## src/rtl/imm_gen_pkg.sv

```systemverilog
// Shared types and opcode constants for the pipelined immediate generator.
package imm_gen_pkg;

    typedef enum logic [2:0] {
        FMT_NONE,
        FMT_R,
        FMT_I,
        FMT_S,
        FMT_B,
        FMT_U,
        FMT_J
    } imm_fmt_e;

    localparam logic [6:0] OPC_LOAD      = 7'b0000011;
    localparam logic [6:0] OPC_MISC_MEM  = 7'b0001111;
    localparam logic [6:0] OPC_OP_IMM    = 7'b0010011;
    localparam logic [6:0] OPC_AUIPC     = 7'b0010111;
    localparam logic [6:0] OPC_OP_IMM_32 = 7'b0011011;
    localparam logic [6:0] OPC_STORE     = 7'b0100011;
    localparam logic [6:0] OPC_OP        = 7'b0110011;
    localparam logic [6:0] OPC_LUI       = 7'b0110111;
    localparam logic [6:0] OPC_OP_32     = 7'b0111011;
    localparam logic [6:0] OPC_BRANCH    = 7'b1100011;
    localparam logic [6:0] OPC_JALR      = 7'b1100111;
    localparam logic [6:0] OPC_JAL       = 7'b1101111;
    localparam logic [6:0] OPC_SYSTEM    = 7'b1110011;

endpackage

```

## src/rtl/imm_decode.sv

```systemverilog
// Combinational immediate decoder: opcode -> format, illegal flag and
// sign-extended immediate at XLEN bits.
module imm_decode
    import imm_gen_pkg::*;
#(
    parameter int unsigned XLEN = 32
) (
    input  logic [31:0]     instr,
    output imm_fmt_e        fmt,
    output logic            illegal,
    output logic [XLEN-1:0] imm
);

    logic [31:0] imm32;

    // Classify the major opcode into an immediate format.
    always_comb begin
        fmt = FMT_NONE;
        case (instr[6:0])
            OPC_OP_IMM, OPC_LOAD, OPC_JALR, OPC_SYSTEM, OPC_MISC_MEM: fmt = FMT_I;
            OPC_STORE:                                                fmt = FMT_S;
            OPC_BRANCH:                                               fmt = FMT_B;
            OPC_LUI, OPC_AUIPC:                                       fmt = FMT_U;
            OPC_JAL:                                                  fmt = FMT_J;
            OPC_OP, OPC_OP_32:                                        fmt = FMT_R;
            OPC_OP_IMM_32: begin
                // Word-immediate ops only exist on RV64.
                if (XLEN == 64) fmt = FMT_I;
            end
            default:                                                  fmt = FMT_NONE;
        endcase
        illegal = (fmt == FMT_NONE);
    end

    // Assemble the 32-bit immediate for the decoded format.
    always_comb begin
        imm32 = '0;
        case (fmt)
            FMT_I: imm32 = {{20{instr[31]}}, instr[31:20]};
            FMT_S: imm32 = {{20{instr[31]}}, instr[31:25], instr[11:7]};
            FMT_B: imm32 = {{19{instr[31]}}, instr[31], instr[7], instr[30:25], instr[11:8], 1'b0};
            FMT_U: imm32 = {instr[31:12], 12'b0};
            FMT_J: imm32 = {{11{instr[31]}}, instr[31], instr[19:12], instr[20], instr[30:21],
                            1'b0};
            default: imm32 = '0;
        endcase
    end

    // Signed size cast replicates bit 31 up to XLEN.
    assign imm = XLEN'($signed(imm32));

endmodule

```

## src/rtl/imm_gen_pipe.sv

```systemverilog
// Elastic valid/ready pipeline around the immediate decoder. Decoded fields and
// the pc travel through PIPE_DEPTH stage registers; pc + imm is formed after the
// last stage so the adder sits directly in front of the consumer.
module imm_gen_pipe
    import imm_gen_pkg::*;
#(
    parameter int unsigned XLEN       = 32,
    parameter int unsigned PIPE_DEPTH = 1
) (
    input  logic            clk,
    input  logic            rst_n,
    input  logic            flush,
    input  logic            in_valid,
    output logic            in_ready,
    input  logic [31:0]     in_instr,
    input  logic [XLEN-1:0] in_pc,
    output logic            out_valid,
    input  logic            out_ready,
    output logic [XLEN-1:0] out_imm,
    output logic [XLEN-1:0] out_target,
    output imm_fmt_e        out_fmt,
    output logic            out_illegal
);

    localparam int unsigned LAST_STAGE = PIPE_DEPTH - 1;

    imm_fmt_e        dec_fmt;
    logic            dec_illegal;
    logic [XLEN-1:0] dec_imm;

    imm_decode #(
        .XLEN(XLEN)
    ) u_decode (
        .instr  (in_instr),
        .fmt    (dec_fmt),
        .illegal(dec_illegal),
        .imm    (dec_imm)
    );

    // Stage registers.
    logic            valid_q   [PIPE_DEPTH];
    imm_fmt_e        fmt_q     [PIPE_DEPTH];
    logic            illegal_q [PIPE_DEPTH];
    logic [XLEN-1:0] imm_q     [PIPE_DEPTH];
    logic [XLEN-1:0] pc_q      [PIPE_DEPTH];

    // Upstream view of each stage.
    logic            src_valid   [PIPE_DEPTH];
    imm_fmt_e        src_fmt     [PIPE_DEPTH];
    logic            src_illegal [PIPE_DEPTH];
    logic [XLEN-1:0] src_imm     [PIPE_DEPTH];
    logic [XLEN-1:0] src_pc      [PIPE_DEPTH];

    // load_ok[k]: stage k may capture this cycle; load_ok[PIPE_DEPTH] is the consumer.
    logic [PIPE_DEPTH:0] load_ok;

    // Ready ripples back from the consumer: a stage may load when empty or when
    // its current occupant moves on in the same cycle. in_valid is not involved.
    always_comb begin
        load_ok             = '0;
        load_ok[PIPE_DEPTH] = out_ready;
        for (int k = PIPE_DEPTH - 1; k >= 0; k--) begin
            load_ok[k] = ~valid_q[k] | load_ok[k+1];
        end
    end

    for (genvar k = 0; k < PIPE_DEPTH; k++) begin : g_stage
        if (k == 0) begin : g_head
            assign src_valid[k]   = in_valid;
            assign src_fmt[k]     = dec_fmt;
            assign src_illegal[k] = dec_illegal;
            assign src_imm[k]     = dec_imm;
            assign src_pc[k]      = in_pc;
        end else begin : g_body
            assign src_valid[k]   = valid_q[k-1];
            assign src_fmt[k]     = fmt_q[k-1];
            assign src_illegal[k] = illegal_q[k-1];
            assign src_imm[k]     = imm_q[k-1];
            assign src_pc[k]      = pc_q[k-1];
        end

        // Stage k: take the upstream entry when allowed; flush only drops occupancy.
        always_ff @(posedge clk or negedge rst_n) begin
            if (!rst_n) begin
                valid_q[k]   <= 1'b0;
                fmt_q[k]     <= FMT_NONE;
                illegal_q[k] <= 1'b0;
                imm_q[k]     <= '0;
                pc_q[k]      <= '0;
            end else begin
                if (flush) begin
                    valid_q[k] <= 1'b0;
                end else if (load_ok[k]) begin
                    valid_q[k] <= src_valid[k];
                end
                if (load_ok[k] && src_valid[k]) begin
                    fmt_q[k]     <= src_fmt[k];
                    illegal_q[k] <= src_illegal[k];
                    imm_q[k]     <= src_imm[k];
                    pc_q[k]      <= src_pc[k];
                end
            end
        end
    end

    assign in_ready    = load_ok[0];
    assign out_valid   = valid_q[LAST_STAGE];
    assign out_fmt     = fmt_q[LAST_STAGE];
    assign out_illegal = illegal_q[LAST_STAGE];
    assign out_imm     = imm_q[LAST_STAGE];
    // Wraps modulo 2^XLEN; meaningful only for B/J entries.
    assign out_target  = pc_q[LAST_STAGE] + imm_q[LAST_STAGE];

endmodule

```

## config.mk

```make
export PLATFORM = sky130hd
export DESIGN_NAME = imm_gen_pipe
export DESIGN_NICKNAME = d
export VERILOG_FILES = /design/src/rtl/imm_gen_pkg.sv /design/src/rtl/imm_decode.sv /design/src/rtl/imm_gen_pipe.sv
export SDC_FILE = /design/constraint.sdc
export NUM_CORES = 1
export LEC_CHECK = 0
export BUFFER_PORTS_ARGS = -buffer_cell sky130_fd_sc_hd__buf_2
export CAP_MARGIN = 20
export CORE_MARGIN = 2
export CORE_UTILIZATION = 45
export DETAILED_ROUTE_END_ITERATION = 8
export GPL_ROUTABILITY_DRIVEN = 0
export PLACE_DENSITY_LB_ADDON = 0.3
export SKIP_LAST_GASP = 1
export SYNTH_ARGS = -nofsm -noshare
export SYNTH_HDL_FRONTEND = slang
export SYNTH_SLANG_ARGS = --single-unit
```

## constraint.sdc

```tcl
create_clock -name clk -period 5.34 [get_ports clk]
set_input_delay 1.068 -clock clk [delete_from_list [all_inputs] [get_ports clk]]
set_output_delay 1.068 -clock clk [all_outputs]
set_load 0.05 [all_outputs]
```

==> results.sh, run 1 <==
export IMPL_setup_tns_ps=0
export IMPL_dpl_cell_area_um2=5250
export IMPL_finalInstanceArea_um2=5470
export IMPL_cp_arrival_ps=3330
export IMPL_antenna_found_initial=0
export IMPL_power_static_leakage_nw=2.91
export IMPL_post_drt_wl_per_cell_um=15.0
export IMPL_drive_gt1_share_pct=24.2
export IMPL_fin_ws_ps=937
export IMPL_fmax_mhz=227
export IMPL_final_cell_mix="163 x nand2_1, 138 x buf_2, 69 x dfrtp_1"
export IMPL_io_buffers=138
export IMPL_synth_main_ff_cell="dfrtp_1"
export IMPL_synth_simple_area_share_pct=22.6
export IMPL_hold_buffers=0
export IMPL_ctsResizeCount=0
export IMPL_final_common_cell="nand2_1"
export IMPL_syn2layout_area_growth_pct=23.2
export IMPL_yosysWarnings=0
export IMPL_status="completed"
export IMPL_synth_top_area_cell="dfrtp_1"
export IMPL_vias_per_cell=5.31
export IMPL_synth_edf_count=0
export IMPL_wl_met3_um=702
export IMPL_r2r_end="out_imm[11]"
export IMPL_intPower_mw=1.01
export IMPL_clkPwrFrac_pct=24.7
export IMPL_ff_latch_area_um2=1730
export IMPL_critPathKind="reg2out"
export IMPL_syn_inst=555
export IMPL_layout_nets=790
export IMPL_dp_hpwl_um=9610
export IMPL_cts_tree="built"
export IMPL_slowest_stage="fa_1"
export IMPL_coreArea_um2=9680
export IMPL_crit_path_start="out_imm[0]"
export IMPL_p_per_area_nw_per_um2=332
export IMPL_dieWidth_um=103
export IMPL_initial_core_util_pct=45.9
export IMPL_h_tree_depth=3
export IMPL_relSlewSlack_pct=40.9
export IMPL_die_h_um=103
export IMPL_synth_cell_area_um2=4440
export IMPL_nFillCells=930
export IMPL_hold_viol_final=0
export IMPL_drc=0
export IMPL_grt_first_pass_wirelength_um=19700
export IMPL_fin_skew_ps=7.02
export IMPL_rsz0062_at_grt="no"
export IMPL_ys_types=47
export IMPL_wl_met2_um=6040
export IMPL_path_delay_family="compound AO/OA/AOI/OAI gates"
export IMPL_clkTransAtPathRegs_ps=80
export IMPL_path_common_cell="o31ai_2"
export IMPL_ant_nets=0
export IMPL_clkSinkCount=69
export IMPL_synth_xor_xnor_area_share_pct=5.72
export IMPL_synth_seq_cells=69
export IMPL_setup_viol=0
export IMPL_cp_end_kind="output pin"
export IMPL_grt_pass1_vias=4141
export IMPL_drt_initial_drc_count=146
export IMPL_cp_max_fo=3
export IMPL_synth_compound_area_share_pct=20.7
export IMPL_ys_top_cells_by_area="dfrtp_1 39%, nand2_1 14%, ha_1 8.7%"
export IMPL_muxShareOfSynthArea_pct=0.225
export IMPL_drv_slew=0
export IMPL_clk_path_buf_depth=2
export IMPL_overflow=0
export IMPL_hold_class="reg2reg"
export IMPL_worstRegToRegCells=5
export IMPL_rr_startpoint="out_valid"
export IMPL_period_needed_ps=4400
export IMPL_clk_insertion_delay_late_ps=360
export IMPL_maxCapViolations=0
export IMPL_num_antenna_cells=0
export IMPL_synth_top_area_share_pct=38.9
export IMPL_comb_power_share_pct=42.2
export IMPL_dieArea_um2=10700
export IMPL_yosysSeqAreaShare_pct=38.9
export IMPL_cp_endpoint="out_target[28]"
export IMPL_vias=4392
export IMPL_grt_max_degree=70
export IMPL_crit_chain="ha_1, inv_1, fa_1, nor2b_1, o31a_1, o2111ai_2, a311oi_1, o31ai_2, nand2b_1, o2111ai_1, o31ai_2, xnor2_1, buf_2"
export IMPL_worst_pin_slew_ps=886
export IMPL_cts_inserted_buffers=9
export IMPL_top_layer="met4"
export IMPL_cts_root_buf="clkbuf_8"
export IMPL_postSynthAreaPerCell_um2=8.00
export IMPL_synth_top_family_by_area="simple AND/OR/NAND/NOR gates"
export IMPL_rows=36
export IMPL_met1_length_um=5400
export IMPL_power_switching_uw=809
export IMPL_post_cts_buffers=0
export IMPL_r2r_setup_slack_ps=3460
export IMPL_synth_fa_ha_area_share_pct=9.19
export IMPL_first_pass_iters=5
export IMPL_seq_power_share_pct=33.1
export IMPL_critical_path_depth=13
export IMPL_cp_num_buf_inv=2
export IMPL_multi_input_area_um2=2600
export IMPL_async_flop_share_pct=100
export IMPL_grt_total_usage_pct=23.7
export IMPL_worstSetupStartpointType="flip-flop"
export IMPL_fin_crit_sh_pct=82.5
export IMPL_vdd_ir_drop_worst_v=0.000188
export IMPL_pin_count=139
export IMPL_crit_required_ps=4270
export IMPL_preCtsSetupSlack_ps=1330
export IMPL_drt_wl_total_um=12400
export IMPL_swShare_pct=44.5
export IMPL_syn_nets=656
export IMPL_cp_slowest_stage_delay_ps=420
## synthesized netlist by cell type, types with 2 or more instances
library cell	n
a211oi_1	7
a21o_1	16
a21oi_1	54
a221oi_1	5
a22o_1	2
a31oi_1	6
and2_1	3
and3_1	3
buf_1	3
clkbuf_1	16
dfrtp_1	69
ha_1	31
inv_1	12
nand2_1	164
nand2b_1	5
nand3_1	4
nand4_1	2
nor2_1	47
nor2b_1	6
nor3_1	5
nor3b_1	2
o21a_1	3
o21ai_0	31
o21ai_1	3
o21bai_1	6
o31ai_2	2
xnor2_1	20
xor2_1	9
## power groups by stage
stage | Combinational (mW) | Clock [mW] | Sequential, mW
after detailed placement | 0.767 | 0 | 0.613
after CTS | 0.769 | 0.456 | 0.603
after floorplan | 0.521 | 0 | 0.667
after global routing | 0.826 | 0.475 | 0.609
after global placement | 0.754 | 0 | 0.612
final | 0.767 | 0.450 | 0.602
## kinds of logic after synthesis
family,Yosys count
multiplexers,1
XOR/XNOR,29
AND/OR/NAND/NOR,245
flip-flops,69
AO/OA/AOI/OAI,147
adder cells (fa/ha/maj),32
buffers and inverters,32
## sequential cells by signal, indices dropped and copies added (netlist names)
signal,count
out_valid,1
out_illegal,1
pc_q,32
out_imm,32
out_fmt,3
## metrics by stage
step	hold WS [ps]	util [%]	instances	power [mW]
finish	474	56.5	827	1.82
floorplan	450	-	555	1.19
detailed placement	458	54.2	809	1.38
CTS	477	56.4	825	1.83
global placement	456	54.2	809	1.37
global route	509	56.5	827	1.91
## worst min-delay path by stage
stage | startpoint | endpoint | slack [ps] | cells after the start
after floorplan | pc_q[0] | pc_q[0] | 450 | 2
after global placement | out_fmt[1] | out_fmt[1] | 460 | 2
after detailed placement | out_fmt[1] | out_fmt[1] | 460 | 2
after CTS | out_fmt[1] | out_fmt[1] | 480 | 2
after global routing | out_fmt[0] | out_fmt[0] | 510 | 2
final | out_fmt[1] | out_fmt[1] | 470 | 2
## layout make-up
class | count | area share, %
Clock buffer | 10 | 2.51
Clock inverter | 6 | 1.33
Inverter | 12 | 0.823
Multi-Input combinational cell | 454 | 47.4
Sequential cell | 69 | 31.6
Tap cell | 133 | 3.04
Timing Repair Buffer | 143 | 13.3
## metal layers
metal | track usage, % | vias to the layer above
met3 | 3.23 | 30
met5 | 0 | -
met2 | 39.1 | 162
li1 | - | 2170
met1 | 31.1 | 2030
met4 | 10.6 | 0
## tightest hold or removal path, cell delays in order, from the launching register on
cell,delay (ps)
dfrtp_1,340
nand2_1,50
nand2_1,60
Note: power is estimated with default switching activity, not from simulation.
==> run 2, diff against run 1 <==
clock period = 4.3 ns   (was 5.34 ns; I/O delays follow)
==> run 2 against run 1 <==
Critical path depth unchanged. Die area unchanged. Clock power up 22%. Power up 24%. Sequential share of layout area down 0.065 points. Setup slack worse by 760 ps. Sequential power up 24%. First-iteration DRC count up 26%. Combinational power up 26%. Register-to-register slack worse by 1000 ps. Critical path type unchanged. Highest routed layer unchanged.
==> results.sh, run 2 (synthesis gave the netlist of run 1 again) <==
export IMPL_dieWidth_um=103
export IMPL_clk_path_buf_depth=2
export IMPL_fmax_mhz=242
export IMPL_hold_class="reg2reg"
export IMPL_drt_wl_total_um=12600
export IMPL_period_needed_ps=4130
export IMPL_final_cell_mix="163 x nand2_1, 134 x buf_2, 69 x dfrtp_1"
export IMPL_cp_arrival_ps=3270
export IMPL_layout_nets=790
export IMPL_setup_tns_ps=0
export IMPL_initial_core_util_pct=45.9
export IMPL_post_drt_wl_per_cell_um=15.3
export IMPL_grt_pass1_vias=4125
export IMPL_grt_first_pass_wirelength_um=19900
export IMPL_placed_cells=811
export IMPL_nFillCells=919
export IMPL_relSlewSlack_pct=55.3
export IMPL_worstSetupStartpointType="flip-flop"
export IMPL_drive_gt1_share_pct=24.2
export IMPL_critPathKind="reg2out"
export IMPL_hold_viol_final=0
export IMPL_crit_required_ps=3440
export IMPL_rsz0062_at_grt="yes"
export IMPL_die_h_um=103
export IMPL_drc=0
export IMPL_whs_ps=477
export IMPL_cts_tree="built"
export IMPL_cp_max_fo=3
export IMPL_grt_total_usage_pct=24.0
export IMPL_vdd_ir_drop_worst_v=0.000227
export IMPL_clkTransAtPathRegs_ps=80
export IMPL_drt_initial_drc_count=184
export IMPL_cts_root_buf="clkbuf_8"
export IMPL_vias=4384
export IMPL_p_per_area_nw_per_um2=413
export IMPL_pin_count=139
export IMPL_fin_ws_ps=174
export IMPL_antenna_found_initial=0
export IMPL_hold_buffers=0
export IMPL_coreArea_um2=9680
export IMPL_cp_end_kind="output pin"
export IMPL_preCtsSetupSlack_ps=499
export IMPL_dieArea_um2=10700
export IMPL_clkSinkCount=69
export IMPL_final_common_cell="nand2_1"
export IMPL_rows=36
export IMPL_overflow=0
export IMPL_worst_pin_slew_ps=671
export IMPL_dp_hpwl_um=9770
export IMPL_io_buffers=138
export IMPL_fin_skew_ps=11.5
export IMPL_status="completed"
export IMPL_final_util_pct=56.6
export IMPL_cts_inserted_buffers=9
export IMPL_clk_insertion_delay_late_ps=340
export IMPL_drv_slew=0
export IMPL_syn2layout_area_growth_pct=23.5
export IMPL_maxCapViolations=0
export IMPL_grt_max_degree=45
export IMPL_power_static_leakage_nw=2.92
export IMPL_num_antenna_cells=0
export IMPL_stdcell_count=826
export IMPL_vias_per_cell=5.31
export IMPL_fin_crit_sh_pct=96.0
export IMPL_h_tree_depth=3
export IMPL_setup_viol=0
export IMPL_first_pass_iters=4
export IMPL_ant_nets=0
==> run 2: changes by cell type in the layout (fill, tap and decap cells not counted), sizes merged <==
cell | previous run | this run
clkbuf | 12 | 14
clkinvlp | 1 | 2
clkinv | 4 | 0
==> run 2: repair_timing <==
action / 4_1_cts / 5_1_grt
setup buffers: 0 / 0
setup endpoints to repair: 0 / 5
gates resized for setup: 0 / 8
==> run 2: power by group <==
part | switching [mW] | internal, mW
combinational | 0.695 | 0.271
clock | 0.250 | 0.297
sequential | 0.0441 | 0.705
total | 0.990 | 1.27
==> run 2: per-layer routing <==
layer	vias to the layer above	wire length [µm]	global-route usage (%)
met4	0	340	9.41
met2	157	6040	40.0
met3	31	712	4.23
met5	-	0	0
met1	2032	5530	31.1
li1	2164	-	-
==> run 2: final cells by class <==
cell class,count,area [µm²],share of cell area [%]
clock inverters,3,45.0,0.821
flip-flops and latches,69,1730,31.5
clock buffers,12,155,2.83
inverters,12,45.0,0.821
multi-input cells,454,2610,47.5
repair buffers,143,738,13.5
well taps,133,166,3.03
==> run 2: critical path, stage by stage (launching register included) <==
cell	delay, ps
dfrtp_1	410
ha_1	240
inv_1	90
fa_1	220
nor2b_1	80
o31a_1	290
o2111ai_2	220
a311oi_1	150
o31ai_2	260
nand2b_1	150
o2111ai_1	180
o31ai_2	250
xnor2_1	160
buf_4	230
==> run 2: stage by stage <==
stage                     power, mW  instance area, µm²
after floorplan                1.47                4440
after global placement         1.70                5260
after detailed placement       1.71                5260
after CTS                      2.27                5460
after global routing           2.38                5480
final                          2.26                5480
==> run 2: worst paths after layout <==
check	start	end	slack (ps)	depth (start not counted)
setup / recovery	out_imm[0]	out_target[28]	170	13
hold / removal	out_fmt[1]	out_fmt[1]	480	2
setup reg to reg	out_valid	out_imm[6]	2430	5
hold reg to reg	out_fmt[1]	out_fmt[1]	480	2
max in group asynchronous	rst_n	out_imm[11]	2780	2
min in group asynchronous	rst_n	out_imm[17]	510	1
==> run 3, diff against run 2 <==
==> constraint.sdc (replaced) <==
create_clock -name clk -period 4.3 [get_ports clk]
set_input_delay 0.43 -clock clk [delete_from_list [all_inputs] [get_ports clk]]
set_output_delay 0.43 -clock clk [all_outputs]
set_load 0.05 [all_outputs]
==> run 3 against run 2 <==
Power decreased by 3.2%. Cell count increased by 0.12%. Hold slack got worse by 470 ps. Sequential power about the same. Clock skew about the same. Count of clock-buffer cells in the layout decreased by 2. Core utilization decreased by 0.34 points. First-iteration DRC count increased by 3.8%. Design area decreased by 0.59%. Sequential share of layout area increased by 0.19 points.
==> results.sh, run 3 (synthesis gave the netlist of run 1 again) <==
export IMPL_vias_per_cell=5.41
export IMPL_setup_tns_ps=0
export IMPL_post_cts_buffers=0
export IMPL_vias=4475
export IMPL_io_buffers=138
export IMPL_wl_met2_um=6100
export IMPL_worstRegToRegCells=4
export IMPL_whs_ps=6.34
export IMPL_drt_initial_drc_count=191
export IMPL_relSlewSlack_pct=52.4
export IMPL_cts_tree="built"
export IMPL_initial_core_util_pct=45.9
export IMPL_hold_viol_final=0
export IMPL_antenna_found_initial=0
export IMPL_syn2layout_area_growth_pct=22.8
export IMPL_grt_pass1_vias=4241
export IMPL_dp_hpwl_um=9770
export IMPL_cts_inserted_buffers=9
export IMPL_period_needed_ps=3790
export IMPL_ctsResizeCount=0
export IMPL_pin_count=139
export IMPL_worstSetupStartpointType="flip-flop"
export IMPL_clkTransAtPathRegs_ps=80
export IMPL_hold_buffers=0
export IMPL_setup_viol=0
export IMPL_crit_chain="ha_1, inv_1, fa_1, nor2b_1, o31a_1, o2111ai_2, a311oi_1, o31ai_2, nand2b_1, o2111ai_1, o31ai_2, xnor2_1, buf_2"
export IMPL_die_h_um=103
export IMPL_num_antenna_cells=0
export IMPL_critPathKind="reg2out"
export IMPL_top_layer="met4"
export IMPL_hold_class="in2async"
export IMPL_p_per_area_nw_per_um2=402
export IMPL_coreArea_um2=9680
export IMPL_drv_slew=0
export IMPL_layout_nets=790
export IMPL_status="completed"
export IMPL_final_common_cell="nand2_1"
export IMPL_ant_nets=0
export IMPL_dieArea_um2=10700
export IMPL_maxCapViolations=0
export IMPL_worst_pin_slew_ps=711
export IMPL_drive_gt1_share_pct=24.2
export IMPL_drc=0
export IMPL_clk_insertion_delay_late_ps=360
export IMPL_power_static_leakage_nw=2.90
export IMPL_post_drt_wl_per_cell_um=15.4
export IMPL_overflow=0
export IMPL_cts_root_buf="clkbuf_8"
export IMPL_path_common_cell="o31ai_2"
export IMPL_cp_slowest_stage_delay_ps=410
export IMPL_met1_length_um=5480
export IMPL_fmax_mhz=264
export IMPL_fin_crit_sh_pct=88.0
export IMPL_rsz0062_at_grt="no"
export IMPL_vdd_ir_drop_worst_v=0.000222
export IMPL_grt_total_usage_pct=24.0
export IMPL_cp_max_fo=3
export IMPL_fin_skew_ps=11.4
export IMPL_rows=36
export IMPL_first_pass_iters=4
export IMPL_grt_first_pass_wirelength_um=19700
export IMPL_h_tree_depth=3
export IMPL_wl_met3_um=783
export IMPL_clkSinkCount=69
export IMPL_clk_path_buf_depth=2
export IMPL_dieWidth_um=103
export IMPL_cp_end_kind="output pin"
export IMPL_crit_required_ps=3870
export IMPL_drt_wl_total_um=12700
export IMPL_nFillCells=920
export IMPL_cp_arrival_ps=3360
export IMPL_grt_max_degree=58
export IMPL_slowest_stage="fa_1"
export IMPL_final_cell_mix="163 x nand2_1, 138 x buf_2, 69 x dfrtp_1"
==> run 3: cell type report <==
class	instances	area (µm²)	area share (%)
multi-input combinational	454	2600	47.6
sequential	69	1730	31.7
timing repair buffer	143	741	13.6
tap	133	166	3.05
clock buffer	10	138	2.52
inverter	12	45.0	0.826
clock inverter	6	38.8	0.711
==> run 3: through the flow <==
stage | util, % | cells | area, µm² | setup WS [ps] | power, mW
2_1_floorplan | - | 555 | 4440 | 552 | 1.47
3_3_place_gp | 54.1 | 808 | 5240 | 1050 | 1.70
3_5_place_dp | 54.1 | 808 | 5240 | 935 | 1.72
4_1_cts | 55.9 | 824 | 5420 | 516 | 2.20
5_1_grt | 56.3 | 827 | 5450 | 299 | 2.31
6_report | 56.3 | 827 | 5450 | 514 | 2.19
==> run 3: power breakdown <==
part           internal, mW  leakage [nW]  total, mW  switching [mW]
Combinational         0.265          1.93      0.960           0.695
Sequential            0.705         0.877      0.750          0.0446
Clock                 0.222        0.0880      0.482           0.260
Total                  1.19          2.90       2.19           0.999
==> run 3: path summary, 6_finish.rpt <==
| path | from | to | slack, ps |
|---|---|---|---|
| min in group clk | flush | out_valid | 220 |
| max in group asynchronous | rst_n | out_illegal | 3290 |
| worst min register to register | out_fmt[1] | out_fmt[1] | 480 |
| worst min-delay path | rst_n | out_imm[5] | 6 |
| worst max-delay path | out_imm[0] | out_target[28] | 510 |
| worst max register to register | out_valid | out_imm[29] | 2430 |
==> run 3: per-layer routing <==
layer | up-vias | GRT usage [%]
li1 | 2166 | -
met1 | 2101 | 31.4
met2 | 178 | 39.0
met3 | 30 | 4.17
met4 | 0 | 10.9
met5 | - | 0
==> run 3: worst max-delay path, delay by kind of cell, from the launching register on <==
family / cells / cell delay, ps
compound gates: 6 / 1120
xor+xnor: 1 / 170
flops: 1 / 380
buf+inv: 2 / 370
fa+ha+maj: 2 / 630
simple gates: 2 / 320
